--- src/rtl/chacha20_cfg_loader_if.sv ---
// AXI4 write-only channel bundle used by the ChaCha20 config loader.
// master = loader side, slave = memory-mapped core side.
interface chacha20_cfg_loader_if #(
  parameter int AXI_IDWIDTH = 4
);
  logic                   awvalid;
  logic                   awready;
  logic [63:0]            awaddr;
  logic [7:0]             awlen;
  logic [AXI_IDWIDTH-1:0] awid;
  logic                   wvalid;
  logic                   wready;
  logic [63:0]            wdata;
  logic                   wlast;
  logic                   bvalid;
  logic                   bready;
  logic [AXI_IDWIDTH-1:0] bid;
  logic [1:0]             bresp;

  modport master (
    output awvalid, awaddr, awlen, awid,
    input  awready,
    output wvalid, wdata, wlast,
    input  wready,
    input  bvalid, bid, bresp,
    output bready
  );

  modport slave (
    input  awvalid, awaddr, awlen, awid,
    output awready,
    input  wvalid, wdata, wlast,
    output wready,
    output bvalid, bid, bresp,
    input  bready
  );
endinterface

--- src/rtl/chacha20_cfg_loader.sv ---
// Programs ChaCha20 key/counter/nonce as six single-beat AXI4 writes.
// Optional CHACHA_AUTO_REKEY_EN: bump counter and reprogram on outdate_key.
module chacha20_cfg_loader #(
  parameter int AXI_IDWIDTH = 4,
  parameter int CFG_ID      = 0
) (
  input  logic                         aclk,
  input  logic                         areset,
  input  logic                         start,
  input  logic [255:0]                 key,
  input  logic [31:0]                  counter,
  input  logic [95:0]                  nonce,
  input  logic                         outdate_key,
  chacha20_cfg_loader_if.master        m_axi,
  output logic                         init_data_finish,
  output logic                         busy,
  output logic                         err
);

  typedef enum logic [2:0] {
    S_IDLE,
    S_AW,
    S_W,
    S_B,
    S_DONE
  } state_t;

  state_t         state_q;
  state_t         state_d;
  logic [2:0]     beat_q;
  logic [2:0]     beat_d;
  logic [255:0]   key_q;
  logic [31:0]    ctr_q;
  logic [95:0]    nonce_q;
  logic           err_q;
  logic           accept;
  logic           rekey;
  logic           set_err;
  logic           rekey_req;
  logic [63:0]    beat_data;

`ifdef CHACHA_AUTO_REKEY_EN
  logic okey_q;

  always_ff @(posedge aclk) begin
    if (areset) okey_q <= 1'b0;
    else        okey_q <= outdate_key;
  end

  assign rekey_req = outdate_key & ~okey_q;
`else
  logic unused_okey;
  assign unused_okey = outdate_key;
  assign rekey_req   = 1'b0;
`endif

  logic unused_bid;
  assign unused_bid = ^m_axi.bid;

  always_ff @(posedge aclk) begin
    if (areset) begin
      state_q <= S_IDLE;
      beat_q  <= '0;
      key_q   <= '0;
      ctr_q   <= '0;
      nonce_q <= '0;
      err_q   <= 1'b0;
    end else begin
      state_q <= state_d;
      beat_q  <= beat_d;
      if (accept) begin
        key_q   <= key;
        ctr_q   <= counter;
        nonce_q <= nonce;
      end else if (rekey) begin
        ctr_q   <= ctr_q + 32'd1;
      end
      if (accept)       err_q <= 1'b0;
      else if (set_err) err_q <= 1'b1;
    end
  end

  always_comb begin
    state_d = state_q;
    beat_d  = beat_q;
    accept  = 1'b0;
    rekey   = 1'b0;
    set_err = 1'b0;
    unique case (state_q)
      S_IDLE: begin
        if (start) begin
          accept  = 1'b1;
          beat_d  = '0;
          state_d = S_AW;
        end
      end
      S_AW: if (m_axi.awready) state_d = S_W;
      S_W:  if (m_axi.wready)  state_d = S_B;
      S_B: begin
        if (m_axi.bvalid) begin
          if (m_axi.bresp != 2'b00) begin
            set_err = 1'b1;
            state_d = S_IDLE;
          end else if (beat_q == 3'd5) begin
            state_d = S_DONE;
          end else begin
            beat_d  = beat_q + 3'd1;
            state_d = S_AW;
          end
        end
      end
      S_DONE: begin
        // an explicit start wins over a simultaneous rekey edge
        if (start) begin
          accept  = 1'b1;
          beat_d  = '0;
          state_d = S_AW;
        end else if (rekey_req) begin
          rekey   = 1'b1;
          beat_d  = '0;
          state_d = S_AW;
        end
      end
      default: state_d = S_IDLE;
    endcase
  end

  always_comb begin
    unique case (beat_q)
      3'd0:    beat_data = key_q[63:0];
      3'd1:    beat_data = key_q[127:64];
      3'd2:    beat_data = key_q[191:128];
      3'd3:    beat_data = key_q[255:192];
      3'd4:    beat_data = {nonce_q[31:0], ctr_q};
      default: beat_data = nonce_q[95:32];
    endcase
  end

  assign m_axi.awvalid   = (state_q == S_AW);
  assign m_axi.awaddr    = {57'd0, beat_q, 4'd0};
  assign m_axi.awlen     = 8'd0;
  assign m_axi.awid      = AXI_IDWIDTH'(CFG_ID);
  assign m_axi.wvalid    = (state_q == S_W);
  assign m_axi.wlast     = (state_q == S_W);
  assign m_axi.wdata     = beat_data;
  assign m_axi.bready    = (state_q == S_B);
  assign init_data_finish = (state_q == S_DONE);
  assign busy            = (state_q == S_AW) |
                           (state_q == S_W)  |
                           (state_q == S_B);
  assign err             = err_q;

endmodule

--- src/flat_wrapper.sv ---
// flat-port wrapper written by rule: the top's interface ports become plain ports
module chacha20_cfg_loader_flat 
#(
  parameter int AXI_IDWIDTH = 4,
  parameter int CFG_ID      = 0
)
  (aclk, areset, start, key, counter, nonce, outdate_key, init_data_finish, busy, err, m_axi_awvalid, m_axi_awaddr, m_axi_awlen, m_axi_awid, m_axi_awready, m_axi_wvalid, m_axi_wdata, m_axi_wlast, m_axi_wready, m_axi_bvalid, m_axi_bid, m_axi_bresp, m_axi_bready);
  chacha20_cfg_loader_if #(.AXI_IDWIDTH(AXI_IDWIDTH)) m_axi_i ();
  input  logic aclk;
  input  logic areset;
  input  logic start;
  input  logic [255:0] key;
  input  logic [31:0] counter;
  input  logic [95:0] nonce;
  input  logic outdate_key;
  output logic init_data_finish;
  output logic busy;
  output logic err;
  output wire logic [$bits(m_axi_i.awvalid)-1:0] m_axi_awvalid;
  output wire logic [$bits(m_axi_i.awaddr)-1:0] m_axi_awaddr;
  output wire logic [$bits(m_axi_i.awlen)-1:0] m_axi_awlen;
  output wire logic [$bits(m_axi_i.awid)-1:0] m_axi_awid;
  input wire logic [$bits(m_axi_i.awready)-1:0] m_axi_awready;
  output wire logic [$bits(m_axi_i.wvalid)-1:0] m_axi_wvalid;
  output wire logic [$bits(m_axi_i.wdata)-1:0] m_axi_wdata;
  output wire logic [$bits(m_axi_i.wlast)-1:0] m_axi_wlast;
  input wire logic [$bits(m_axi_i.wready)-1:0] m_axi_wready;
  input wire logic [$bits(m_axi_i.bvalid)-1:0] m_axi_bvalid;
  input wire logic [$bits(m_axi_i.bid)-1:0] m_axi_bid;
  input wire logic [$bits(m_axi_i.bresp)-1:0] m_axi_bresp;
  output wire logic [$bits(m_axi_i.bready)-1:0] m_axi_bready;
  assign m_axi_awvalid = m_axi_i.awvalid;
  assign m_axi_awaddr = m_axi_i.awaddr;
  assign m_axi_awlen = m_axi_i.awlen;
  assign m_axi_awid = m_axi_i.awid;
  assign m_axi_i.awready = m_axi_awready;
  assign m_axi_wvalid = m_axi_i.wvalid;
  assign m_axi_wdata = m_axi_i.wdata;
  assign m_axi_wlast = m_axi_i.wlast;
  assign m_axi_i.wready = m_axi_wready;
  assign m_axi_i.bvalid = m_axi_bvalid;
  assign m_axi_i.bid = m_axi_bid;
  assign m_axi_i.bresp = m_axi_bresp;
  assign m_axi_bready = m_axi_i.bready;
  chacha20_cfg_loader #(.AXI_IDWIDTH(AXI_IDWIDTH), .CFG_ID(CFG_ID)) u_core (.aclk(aclk), .areset(areset), .start(start), .key(key), .counter(counter), .nonce(nonce), .outdate_key(outdate_key), .m_axi(m_axi_i), .init_data_finish(init_data_finish), .busy(busy), .err(err));
endmodule
--- config.mk ---
export PLATFORM = sky130hd
export DESIGN_NAME = chacha20_cfg_loader_flat
export DESIGN_NICKNAME = d
export VERILOG_FILES = /design/src/rtl/chacha20_cfg_loader_if.sv /design/src/rtl/chacha20_cfg_loader.sv /design/src/flat_wrapper.sv
export SDC_FILE = /design/constraint.sdc
export NUM_CORES = 1
export LEC_CHECK = 0
export BUFFER_PORTS_ARGS = -buffer_cell sky130_fd_sc_hd__buf_2
export CAP_MARGIN = 10
export CORE_AREA = 2 2 213 215
export DETAILED_ROUTE_END_ITERATION = 10
export DIE_AREA = 0 0 215 217
export GPL_TIMING_DRIVEN = 0
export SYNTH_ARGS = -nofsm -noshare
export SYNTH_HDL_FRONTEND = slang
export SYNTH_SLANG_ARGS = --single-unit
export TNS_END_PERCENT = 50
--- constraint.sdc ---
create_clock -name aclk -period 3.2 [get_ports aclk]
set_input_delay 0.64 -clock aclk [delete_from_list [all_inputs] [get_ports aclk]]
set_output_delay 0.64 -clock aclk [all_outputs]
set_load 0.02 [all_outputs]
After elaboration in Yosys (flattened, before gate mapping)

Index checks and enable logic that the tools add are counted.
W data, S select, Z words.

Add/subtract/negate cells: 1
Multiply operators: 0
Divide/modulo/power cells: 0
Magnitude comparators: 0
Eq/ne operators: 15
Shifts and indexed selects: 0
Mux-type cells: 19
Bitwise operators: 2
Reduce and logical (&&, ||, !) cells: 8

Operators with widths:

| kind                  | count |
|---|---|
| $pmux W64 S5          | 1 |
| $mux W32              | 1 |
| $mux W3               | 10 |
| $eq A3 B2 Y1 const B  | 4 |
| $pmux W3 S4           | 1 |
| $eq A3 B3 Y1 const B  | 3 |
| $eq A3 B1 Y1 const B  | 2 |
| $logic_not A3 Y1      | 2 |
| $ne A2 B1 Y1 const B  | 3 |
| $ne A2 B2 Y1 const B  | 3 |
| $pmux W3 S2           | 1 |
| $mux W1               | 5 |
| $reduce_and A5 Y1     | 1 |
| $reduce_and A4 Y1     | 1 |
| $reduce_bool A2 Y1    | 2 |
| $reduce_or A2 Y1      | 2 |
| $add A3 B1 Y3 const B | 1 |
| $or A1 B1 Y1          | 2 |

Register bits after elaboration: 391
Bits in latches: 0
RAM bits: 0
Memory bits (read-only): 0
Word-level logic and storage cells: 51
Memories kept: 0

Logic depth before layout (Yosys ltp)

Gate-level depths: netlist of the first run.

Depth in word-level cells: 5
Gate-level depth with buffers: 10

Least setup slack after synthesis of the first run

OpenSTA, ideal clock, no wires.

Kind: register to output
From: register u_core.beat_q[2]
To: output m_axi_wdata[55]
Data arrival time: 2.114 ns
Data required time: 2.560 ns
Slack: 0.446 ns
Stages on the path, launching flop included: 11
Buffers on the path: 5
Cell sequence: dfxtp_1 -> buf_2 -> buf_4 -> buf_2 -> inv_1 -> ha_1 -> buf_2 -> clkbuf_1 -> nand2_1 -> o2111ai_1 -> mux2_1

Cells in the longest elaborated chain, start to end: 2

Ends and longest elaborated chain:

| element                              | line                       | text |
|---|---|---|
| from (decl)                          | chacha20_cfg_loader.sv:30  | `logic [2:0] beat_q;` |
| from (signal assigned)               | chacha20_cfg_loader.sv:70  | `beat_q <= beat_d;` |
| $eq A3 B3 Y1 (tied with other cells) | chacha20_cfg_loader.sv:129 | `unique case (beat_q)` |
| $pmux W64 S5 *                       | chacha20_cfg_loader.sv:129 |  |
| to (decl)                            | flat_wrapper.sv:25         | `output wire logic [$bits(m_axi_i.wdata)-1:0] m_axi_wdata;` |

Every way passes the cells marked *; elsewhere a longest branch is shown, timed or not.

Worst setup path in the final report of the first run

From: register u_core.beat_q[0]
To: output m_axi_wdata[30]

The elaborated chain is that of the path after synthesis.

==> results of run 1 <==
worst register-to-register path, stage by stage, from the launching register on:
cell	delay, ps
sky130_fd_sc_hd__dfxtp_1	340
sky130_fd_sc_hd__nor3b_1	180
sky130_fd_sc_hd__buf_2	410
sky130_fd_sc_hd__buf_2	530
sky130_fd_sc_hd__buf_2	370
sky130_fd_sc_hd__nand2_1	150
sky130_fd_sc_hd__a21oi_1	160
routing by layer:
layer  global-route usage [%]  wire, µm  vias to the layer above
li1                         -         -                     8626
met3                     4.43      5710                      145
met1                     42.6     33300                     8654
met5                        0         0                        -
met2                     54.6     37100                      827
met4                     13.8      3260                        0
metrics by stage:
| step | setup WS (ps) | hold slack (ps) |
|---|---|---|
| after CTS | -18.1 | 281 |
| final | -1.10 | 294 |
| after floorplan | 446 | 432 |
| after detailed placement | -381 | 444 |
| after global routing | -9.56 | 302 |
| after global placement | -348 | 438 |
power groups by stage:
stage          clock network [mW]  registers [mW]  logic (mW)
4_1_cts                      5.32            5.42        1.91
5_1_grt                      5.54            5.46        2.10
6_report                     5.31            5.43        1.94
2_1_floorplan                   0            5.45        1.13
3_3_place_gp                    0            5.51        1.87
3_5_place_dp                    0            5.52        1.89
flip-flops by register name, summed over array words and instances, names as in the netlist:
register,flops
u_core.ctr_q,32
u_core.state_q,3
u_core.beat_q,3
u_core.key_q,256
u_core.nonce_q,96
u_core.err,1
logic make-up (layout without fill, tap and decap cells):
family / Yosys count / after routing
mux: 67 / 67
simple gates: 986 / 986
other cells: 1 / 80
compound gates: 522 / 522
buf+inv: 274 / 830
fa+ha+maj: 5 / 5
flops: 391 / 391
repair_timing:
action / CTS / global route
setup endpoints to repair: 64 / 64
gates cloned: 1 / 2
resized for setup: 154 / 41
pin swaps: 6 / 2
setup buffers: 10 / 2
hold endpoints to repair: 0 / 0
layout make-up:
| class | count | area, µm² |
|---|---|---|
| antenna | 7 | 17.5 |
| buffer | 270 | 1790 |
| clock buffer | 61 | 1240 |
| clock inverter | 16 | 241 |
| fill | 4481 | 21800 |
| inverter | 4 | 17.5 |
| multi-input combinational | 1653 | 8500 |
| sequential | 391 | 7830 |
| tap | 600 | 751 |
| timing repair buffer | 479 | 2550 |
worst max path at each step:
stage / startpoint / endpoint / slack (ps) / cells after the start
3_5_place_dp: u_core.beat_q[2] / m_axi_wdata[38] / -380 / 11
6_report: u_core.beat_q[0] / m_axi_wdata[30] / -1 / 8
5_1_grt: u_core.beat_q[2] / m_axi_wdata[59] / -10 / 12
4_1_cts: u_core.beat_q[1] / m_axi_wdata[43] / -20 / 8
2_1_floorplan: u_core.beat_q[2] / m_axi_wdata[55] / 450 / 10
3_3_place_gp: u_core.beat_q[2] / m_axi_wdata[38] / -350 / 11
cells in the mapped netlist (all sizes together), types with 4 or more instances:
master   instances
ha               5
nand3b          65
nand2          832
nor3b            5
a22oi           64
nand3           64
mux2            67
inv              4
buf            195
clkbuf          75
a21oi          386
nor2             4
o2111ai         63
nor3             7
dfxtp          391
==> flow_summary.ini, run 1 <==
[worst_setup_path]
path_delay_family = compound AO/OA/AOI/OAI gates
r2r-end = u_core.key_q[15]
path_max_fanout = 10
most_repeated_library_cell_on_the_critical_path = sky130_fd_sc_hd__buf_6
worst-r2r-cell-count = 6
crit_path_end_kind = primary output
worstPathArrival_ps = 2560
worstReg2RegStart = u_core.state_q[1]
timing.critical_path.slowest_stage_cell = sky130_fd_sc_hd__dfxtp_4
cp_cell_sequence = inv_2 > ha_4 > buf_6 > buf_6 > a22oi_2 > o2111ai_2 > mux2_2 > buf_2
critPathKind = reg -> out
worst_reg2reg_setup_slack_ps = 1000
critPathBufInv = 4
required_ps = 2560
worst_setup_path_start_kind = flop
max_stage_delay_on_crit_path_ps = 370

[place]
detailed_place_hpwl_um = 59900
io_buffers = 464
dpl.cell_count = 3382
routabilityCongestion = 0.898
post_dp_cell_area_um2 = 20600

[min_path]
min_from = nonce[42]
worstHoldPathCells = 3
min_to = u_core.nonce_q[42]
hold_class = in -> reg

[synth]
synthDominantAreaCellType = sky130_fd_sc_hd__dfxtp_1
synth_top_area_share_pct = 45.4
post_synth_inst_count = 2246
post_synthesis_sequential_area_ratio_pct = 45.4
main_area_contributors_after_synthesis = sky130_fd_sc_hd__dfxtp_1 45%, sky130_fd_sc_hd__nand2_1 18%, sky130_fd_sc_hd__a21oi_1 11%
adder_cell_fraction_of_synth_area_pct = 0.363
ys_ff_latch = 391
synth-edff-count = 0
synthesis.area_um2 = 17200
synth_flop_cell = sky130_fd_sc_hd__dfxtp_1
postSynth.asyncResetShare_pct = 0
synth_top_family_by_area = simple AND/OR/NAND/NOR gates
synth.lib_cells_used.distinct = 35
synth-compound-area-share_pct = 17.7
synthSimpleGateAreaFrac_pct = 23.7
yosysWarnings = 0
post_synthesis_share_of_cell_area_spent_on_xor_and_xnor_gates_pct = 0
post_synth.cell_area_avg_um2 = 7.68
post_synth_mux_area_share_pct = 4.37

[cells_and_area]
layout.cells.non_filler = 3481
area.growth.synth_to_final_pct = 33.0
drive_gt1_share_pct = 30.6
final_area_um2 = 22900
number_of_nets_in_the_layout = 3245
layout.cells.most_common_list = 831 x sky130_fd_sc_hd__nand2_1, 549 x sky130_fd_sc_hd__buf_2, 388 x sky130_fd_sc_hd__dfxtp_1
post-route-util_pct = 51.3
layout.cells.most_common = sky130_fd_sc_hd__nand2_1

[pwr]
switchingPower_mw = 3.57
report.power.total_mw = 12.7
power.leakage_nw = 9.78
power.density_cell_area_nw_per_um2 = 553
power.share.sequential_pct = 42.9
cellInternalPower_mw = 9.11
proportion_of_power_drawn_by_combinational_gates_pct = 15.3
ir_drop_uv = 288
switch_share_pct = 28.1
clockPowerShare_pct = 41.9

[sta]
grt_setup_unrepaired = yes
maxClockFrequency_ghz = 0.312
finalMaxSlewViolations = 0
worstMarginPinSlew_ps = 1020
fin_crit_ps = 3200
report.final.hold_viol_count = 0
finalSetupViolations = 1
fin_ws_ps = -1.10
maxSlewHeadroom_pct = 31.8
skew_ps = 14.9
tns_ps = -1.10
min_period_over_period_pct = 100

[status]
run_status = complete, but fails checks
violations = negative setup slack

[routing]
vias = 18300
drtPass1Iterations = 8
drc = 0
dr.first_iter.drc_count = 1670
per_cell_via_count_in_the_routed_design = 5.24
post_drt_wl_per_cell_um = 22.8
detail-route-antenna-nets = 0
route.final.wire_length_um = 79300

[clocking]
holdBufCountCts = 0
clk_transition_reported_paths_ps = 60
cts.path.max_buffers = 3
clkSinkCount = 391
cts_tree = done
clockRootBuffer = sky130_fd_sc_hd__clkbuf_16
htreeDepth = 2
numCtsBuffers = 44
worst_skew_pair_latency_ps = 580

[floorplanning]
initial_utilization_pct = 38.6
fp.dieArea_um2 = 46700
floorplan.die.width_um = 215
io_pins = 544
chipHeight_um = 217
rows = 78
core-area_um2 = 44700

[global_routing]
global_route.overflow_total = 0
number_of_antenna_violations_at_the_first_check_in_global_routing = 8
grt_first_pass_wirelength_um = 112000
grt.total_usage_pct = 32.7
grt_pass1_vias = 17800
grt_start_max_net_pins = 14

[flow_run]
max_cap_violations = 0
No activity file was read; power rests on OpenSTA's default activity.
==> run 2, diff against run 1 <==
BUFFER_PORTS_ARGS = -buffer_cell sky130_fd_sc_hd__buf_4   (was -buffer_cell sky130_fd_sc_hd__buf_2)
CELL_PAD_IN_SITES_DETAIL_PLACEMENT = 1   (was not set)
CELL_PAD_IN_SITES_GLOBAL_PLACEMENT = 1   (was not set)
CORE_AREA = not set   (was 2 2 213 215)
CORE_UTILIZATION = 37   (was not set)
DIE_AREA = not set   (was 0 0 215 217)
PLACE_DENSITY_LB_ADDON = 0.1   (was not set)
SKIP_CTS_REPAIR_TIMING = 1   (was not set)
==> run 2 against run 1 <==
  * The flow still finishes with violations (negative setup slack)
  * Clock power about the same
  * Clock skew increased by 3.3 ps
  * Final area increased by 4.9%
  * Largest power group unchanged
  * Die area increased by 1.8%
  * Maximum frequency decreased by 2.0%
  * Critical path depth decreased by 1
==> flow_summary.ini, run 2 (synthesis results as in run 1) <==
[floorplanning]
floorplan.die.width_um = 218
rows = 78
initial_utilization_pct = 37.8
chipHeight_um = 218
io_pins = 544
core-area_um2 = 45700
fp.dieArea_um2 = 47500

[sta]
timing.hold.ws_ps = 317
min_period_over_period_pct = 102
maxClockFrequency_ghz = 0.306
finalSetupViolations = 10
fin_crit_ps = 3270
tns_ps = -189
worstMarginPinSlew_ps = 1140
skew_ps = 18.2
finalMaxSlewViolations = 0
report.final.hold_viol_count = 0
maxSlewHeadroom_pct = 23.9
fin_ws_ps = -65.8

[min_path]
min_from = nonce[38]
hold_class = in -> reg
min_to = u_core.nonce_q[38]
worstHoldPathCells = 3

[cells_and_area]
drive_gt1_share_pct = 30.6
area.growth.synth_to_final_pct = 39.5
top_register = u_core.key_q
reg.largest.list = u_core.key_q x256, u_core.nonce_q x96, u_core.ctr_q x32
number_of_nets_in_the_layout = 3247
layout.cells.most_common_list = 830 x sky130_fd_sc_hd__nand2_1, 556 x sky130_fd_sc_hd__buf_4, 388 x sky130_fd_sc_hd__dfxtp_1
layout.cells.most_common = sky130_fd_sc_hd__nand2_1
fill_count = 5704
largest_register_ffs = 256

[global_routing]
number_of_antenna_violations_at_the_first_check_in_global_routing = 5
grt_first_pass_wirelength_um = 118000
grt.total_usage_pct = 33.9
grt_pass1_vias = 18800
global_route.overflow_total = 0
grt_start_max_net_pins = 14

[pwr]
power.leakage_nw = 10.2
switchingPower_mw = 3.60
proportion_of_power_drawn_by_combinational_gates_pct = 16.7
report.power.total_mw = 12.9
switch_share_pct = 27.9
power.density_cell_area_nw_per_um2 = 536
power.share.sequential_pct = 42.2
clockPowerShare_pct = 41.1
ir_drop_uv = 334
cellInternalPower_mw = 9.29

[worst_setup_path]
r2r-end = u_core.key_q[169]
timing.critical_path.slowest_stage_cell = sky130_fd_sc_hd__clkbuf_1
critPathBufInv = 4
worst_setup_path_start_kind = flop
worstReg2RegStart = u_core.state_q[1]
crit_path_end_kind = primary output
path_max_fanout = 10
path_delay_family = buffers and inverters
cp_cell_sequence = buf_6 > buf_8 > clkbuf_1 > nand3_1 > o2111ai_1 > mux2_2 > buf_4
max_stage_delay_on_crit_path_ps = 660
worst_reg2reg_setup_slack_ps = 970
worstPathArrival_ps = 2630
critPathKind = reg -> out
required_ps = 2560
worst-r2r-cell-count = 6

[clocking]
clk_transition_reported_paths_ps = 60
numCtsBuffers = 44
clockRootBuffer = sky130_fd_sc_hd__clkbuf_16
worst_skew_pair_latency_ps = 570
cts.path.max_buffers = 3
htreeDepth = 2
cts_tree = done
clkSinkCount = 391

[routing]
dr.first_iter.drc_count = 1428
vias = 18700
detail-route-antenna-nets = 0
drc = 0
drtPass1Iterations = 5
post_drt_wl_per_cell_um = 24.3
route.final.wire_length_um = 84500
per_cell_via_count_in_the_routed_design = 5.38

[place]
io_buffers = 464
routabilityCongestion = 0.930
detailed_place_hpwl_um = 63500

[status]
violations = negative setup slack
run_status = complete, but fails checks

[flow_run]
max_cap_violations = 0
run 2: changes by cell type in the layout (fill, tap and decap cells not counted), sizes merged:
| cell | before | now |
|---|---|---|
| buf | 669 | 678 |
| clkbuf | 140 | 134 |
| diode | 7 | 4 |
| bufbuf | 1 | 0 |
| bufinv | 6 | 5 |
| clkinv | 7 | 8 |
| clkinvlp | 2 | 1 |
| inv | 5 | 4 |
| o21ai | 1 | 2 |
run 2: through the flow:
step / area [µm²] / instances / setup WS (ps) / utilization [%]
floorplan: 17500 / 2318 / 446 / -
global placement: 21700 / 3382 / -449 / 47.6
detailed placement: 21700 / 3382 / -456 / 47.6
CTS: 23200 / 3458 / -1070 / 50.9
global route: 24100 / 3478 / -42.5 / 52.7
finish: 24100 / 3479 / -65.8 / 52.7
run 2: worst max path at each step:
stage | startpoint | slack, ps | end | depth (start not counted)
after floorplan | u_core.beat_q[2] | 450 | m_axi_wdata[55] | 10
after global placement | u_core.beat_q[2] | -450 | m_axi_wdata[41] | 11
after detailed placement | u_core.beat_q[2] | -460 | m_axi_wdata[63] | 11
after CTS | u_core.beat_q[2] | -1070 | m_axi_wdata[63] | 11
after global routing | u_core.beat_q[2] | -40 | m_axi_wdata[31] | 7
final | u_core.beat_q[2] | -70 | m_axi_wdata[31] | 7
run 2: routing by layer:
| metal | track usage, % | vias to the layer above | wire [µm] |
|---|---|---|---|
| met5 | 0 | - | 13 |
| li1 | - | 8635 | - |
| met1 | 44.3 | 9209 | 35400 |
| met4 | 12.7 | 2 | 2700 |
| met2 | 56.5 | 745 | 40000 |
| met3 | 4.87 | 124 | 6360 |
run 2: area by class of cell:
| class | count | area (µm²) | area share (%) |
|---|---|---|---|
| plain buffers | 270 | 1730 | 7.20 |
| well taps | 600 | 751 | 3.12 |
| flip-flops and latches | 391 | 7830 | 32.6 |
| diodes | 4 | 10.0 | 0.0416 |
| clock buffers | 62 | 1290 | 5.36 |
| clock inverters | 14 | 198 | 0.822 |
| repair buffers | 480 | 3690 | 15.3 |
| inverters | 4 | 15.0 | 0.0624 |
| multi-input cells | 1654 | 8540 | 35.5 |
run 2: power by group through the flow:
stage          combinational, mW  clock [mW]  sequential, mW
6_report                    2.15        5.30            5.44
5_1_grt                     2.29        5.54            5.47
4_1_cts                     2.10        5.34            5.42
3_5_place_dp                2.09           0            5.52
3_3_place_gp                2.04           0            5.51
2_1_floorplan               1.13           0            5.45
run 2: worst reg2reg max path, delay by kind of cell (launching register included):
family,cells,cell delay (ps)
buf+inv,3,1290
flops,1,340
simple gates,2,360
compound gates,1,160
==> run 3, diff against run 2 <==
REMOVE_ABC_BUFFERS = 1   (was not set)
SLEW_MARGIN = 10   (was not set)
==> run 3 against run 2 <==
  * Maximum frequency rose by 2.4%
  * Die area did not move
  * Clock power fell by 2%
  * Via count fell by 8.5%
  * Total power fell by 3.4%
  * The flow now finishes without violations
  * Setup slack improved by 77 ps
  * Sequential power fell by 0.7%
  * Critical endpoint is now m_axi_wdata[0]
==> flow_summary.ini, run 3 (synthesis results as in run 1) <==
[routing]
post_drt_wl_per_cell_um = 20.1
route.met2.wl_um = 32900
top_signal_layer_used = met5
wl_met3_um = 4140
drc = 0
dr.first_iter.drc_count = 1013
drtPass1Iterations = 5
detail-route-antenna-nets = 0
vias = 17100
per_cell_via_count_in_the_routed_design = 5.19
route.final.wire_length_um = 66300
detail_route.wirelength.met1_um = 27700

[pwr]
power.leakage_nw = 9.54
ir_drop_uv = 404
switch_share_pct = 26.7
clockPowerShare_pct = 41.7
switchingPower_mw = 3.32
report.power.total_mw = 12.4
proportion_of_power_drawn_by_combinational_gates_pct = 14.9
power.share.sequential_pct = 43.4
power.density_cell_area_nw_per_um2 = 533
cellInternalPower_mw = 9.13

[sta]
maxClockFrequency_ghz = 0.314
maxSlewHeadroom_pct = 55.5
min_period_over_period_pct = 99.7
finalSetupViolations = 0
tns_ps = 0
skew_ps = 11.7
timing.hold.ws_ps = 305
grt_setup_unrepaired = yes
report.final.hold_viol_count = 0
worstMarginPinSlew_ps = 668
fin_crit_ps = 3190
fin_ws_ps = 11.2
finalMaxSlewViolations = 0

[place]
detailed_place_hpwl_um = 41400
io_buffers = 465
routabilityCongestion = 0.792
post_placement_setup_slack_ps = -644

[status]
run_status = finished clean

[clocking]
cts_tree = done
htreeDepth = 2
worst_skew_pair_latency_ps = 570
clk_transition_reported_paths_ps = 60
clkSinkCount = 391
clockRootBuffer = sky130_fd_sc_hd__clkbuf_16
numCtsBuffers = 46
cts.path.max_buffers = 3

[flow_run]
max_cap_violations = 0

[floorplanning]
io_pins = 544
floorplan.die.width_um = 218
initial_utilization_pct = 37.8
chipHeight_um = 218
rows = 78
core-area_um2 = 45700
fp.dieArea_um2 = 47500

[cells_and_area]
area.growth.synth_to_final_pct = 35.4
layout.cells.most_common = sky130_fd_sc_hd__nand2_1
fill_count = 5564
drive_gt1_share_pct = 26.6
reg.largest.list = u_core.key_q x256, u_core.nonce_q x96, u_core.ctr_q x32
largest_register_ffs = 256
register_area_um2 = 7840
number_of_nets_in_the_layout = 3056
top_register = u_core.key_q
multiInputGateArea_um2 = 8320
layout.cells.most_common_list = 832 x sky130_fd_sc_hd__nand2_1, 495 x sky130_fd_sc_hd__buf_4, 388 x sky130_fd_sc_hd__dfxtp_1

[worst_setup_path]
worst_reg2reg_setup_slack_ps = 640
required_ps = 2560
worstPathArrival_ps = 2550
crit_path_end_kind = primary output
worstReg2RegStart = u_core.state_q[1]
r2r-end = u_core.key_q[38]
worst-r2r-cell-count = 6
path_max_fanout = 12
timing.critical_path.to = m_axi_wdata[0]
worst_setup_path_start_kind = flop
setup.worst_path.start = u_core.beat_q[0]
critPathKind = reg -> out

[global_routing]
grt_first_pass_wirelength_um = 93700
number_of_antenna_violations_at_the_first_check_in_global_routing = 12
global_route.overflow_total = 0
grt_start_max_net_pins = 129
grt_pass1_vias = 17000
grt.total_usage_pct = 25.0

[min_path]
min_from = key[251]
hold_class = in -> reg
-- run 3: cell count changes in the layout (fill, tap and decap cells not counted), moves of 6 or more --
cell,before,now
sky130_fd_sc_hd__a22oi_1,37,60
sky130_fd_sc_hd__buf_6,18,27
sky130_fd_sc_hd__clkbuf_4,6,0
sky130_fd_sc_hd__mux2_4,8,0
sky130_fd_sc_hd__mux2_2,57,65
sky130_fd_sc_hd__buf_16,0,18
sky130_fd_sc_hd__a22oi_2,27,4
sky130_fd_sc_hd__o2111ai_1,50,63
sky130_fd_sc_hd__clkbuf_1,67,10
sky130_fd_sc_hd__buf_2,90,0
sky130_fd_sc_hd__diode_2,4,12
sky130_fd_sc_hd__clkbuf_16,48,57
sky130_fd_sc_hd__o2111ai_2,13,0
sky130_fd_sc_hd__buf_4,556,495
-- run 3: worst min-delay path by stage --
stage | endpoint | slack, ps | cells past startpoint
floorplan | u_core.nonce_q[43] | 430 | 2
global placement | u_core.nonce_q[43] | 440 | 2
detailed placement | u_core.nonce_q[63] | 450 | 2
CTS | u_core.key_q[62] | 280 | 3
global route | u_core.ctr_q[9] | 290 | 3
finish | u_core.key_q[251] | 310 | 3
-- run 3: area by class of cell --
type | instances | area share (%)
Clock inverter | 7 | 0.161
Antenna cell | 12 | 0.129
Timing Repair Buffer | 558 | 21.0
Tap cell | 600 | 3.22
Inverter | 4 | 0.0750
Sequential cell | 391 | 33.6
Multi-Input combinational cell | 1653 | 35.6
Clock buffer | 72 | 6.18
-- run 3: power by group through the flow --
stage               combinational (mW)  clock, mW  sequential (mW)
floorplan                         1.27          0             5.46
global placement                  1.87          0             5.39
detailed placement                1.84          0             5.50
CTS                               1.85       5.29             5.40
global route                      2.04       5.49             5.44
finish                            1.85       5.19             5.40
-- run 3: metal layers --
| metal | vias up | track usage (%) |
|---|---|---|
| li1 | 8251 | - |
| met3 | 89 | 6.04 |
| met5 | - | 0 |
| met2 | 434 | 43.2 |
| met4 | 2 | 8.44 |
| met1 | 8346 | 30.1 |
-- run 3: metrics by stage --
stage | utilization (%) | instances | instance area, µm²
after floorplan | - | 2048 | 16100
after global placement | 44.5 | 3113 | 20300
after detailed placement | 46.5 | 3167 | 21200
after CTS | 49.7 | 3246 | 22700
after global routing | 51.1 | 3293 | 23300
final | 51.1 | 3297 | 23300
-- run 3: worst max-delay path, stage by stage (launching register included) --
cell	delay (ps)
sky130_fd_sc_hd__dfxtp_4	380
sky130_fd_sc_hd__inv_4	90
sky130_fd_sc_hd__ha_4	220
sky130_fd_sc_hd__buf_16	130
sky130_fd_sc_hd__nor2_1	60
sky130_fd_sc_hd__o21ai_4	200
sky130_fd_sc_hd__clkbuf_16	190
sky130_fd_sc_hd__buf_12	160
sky130_fd_sc_hd__mux2_2	350
sky130_fd_sc_hd__buf_4	160
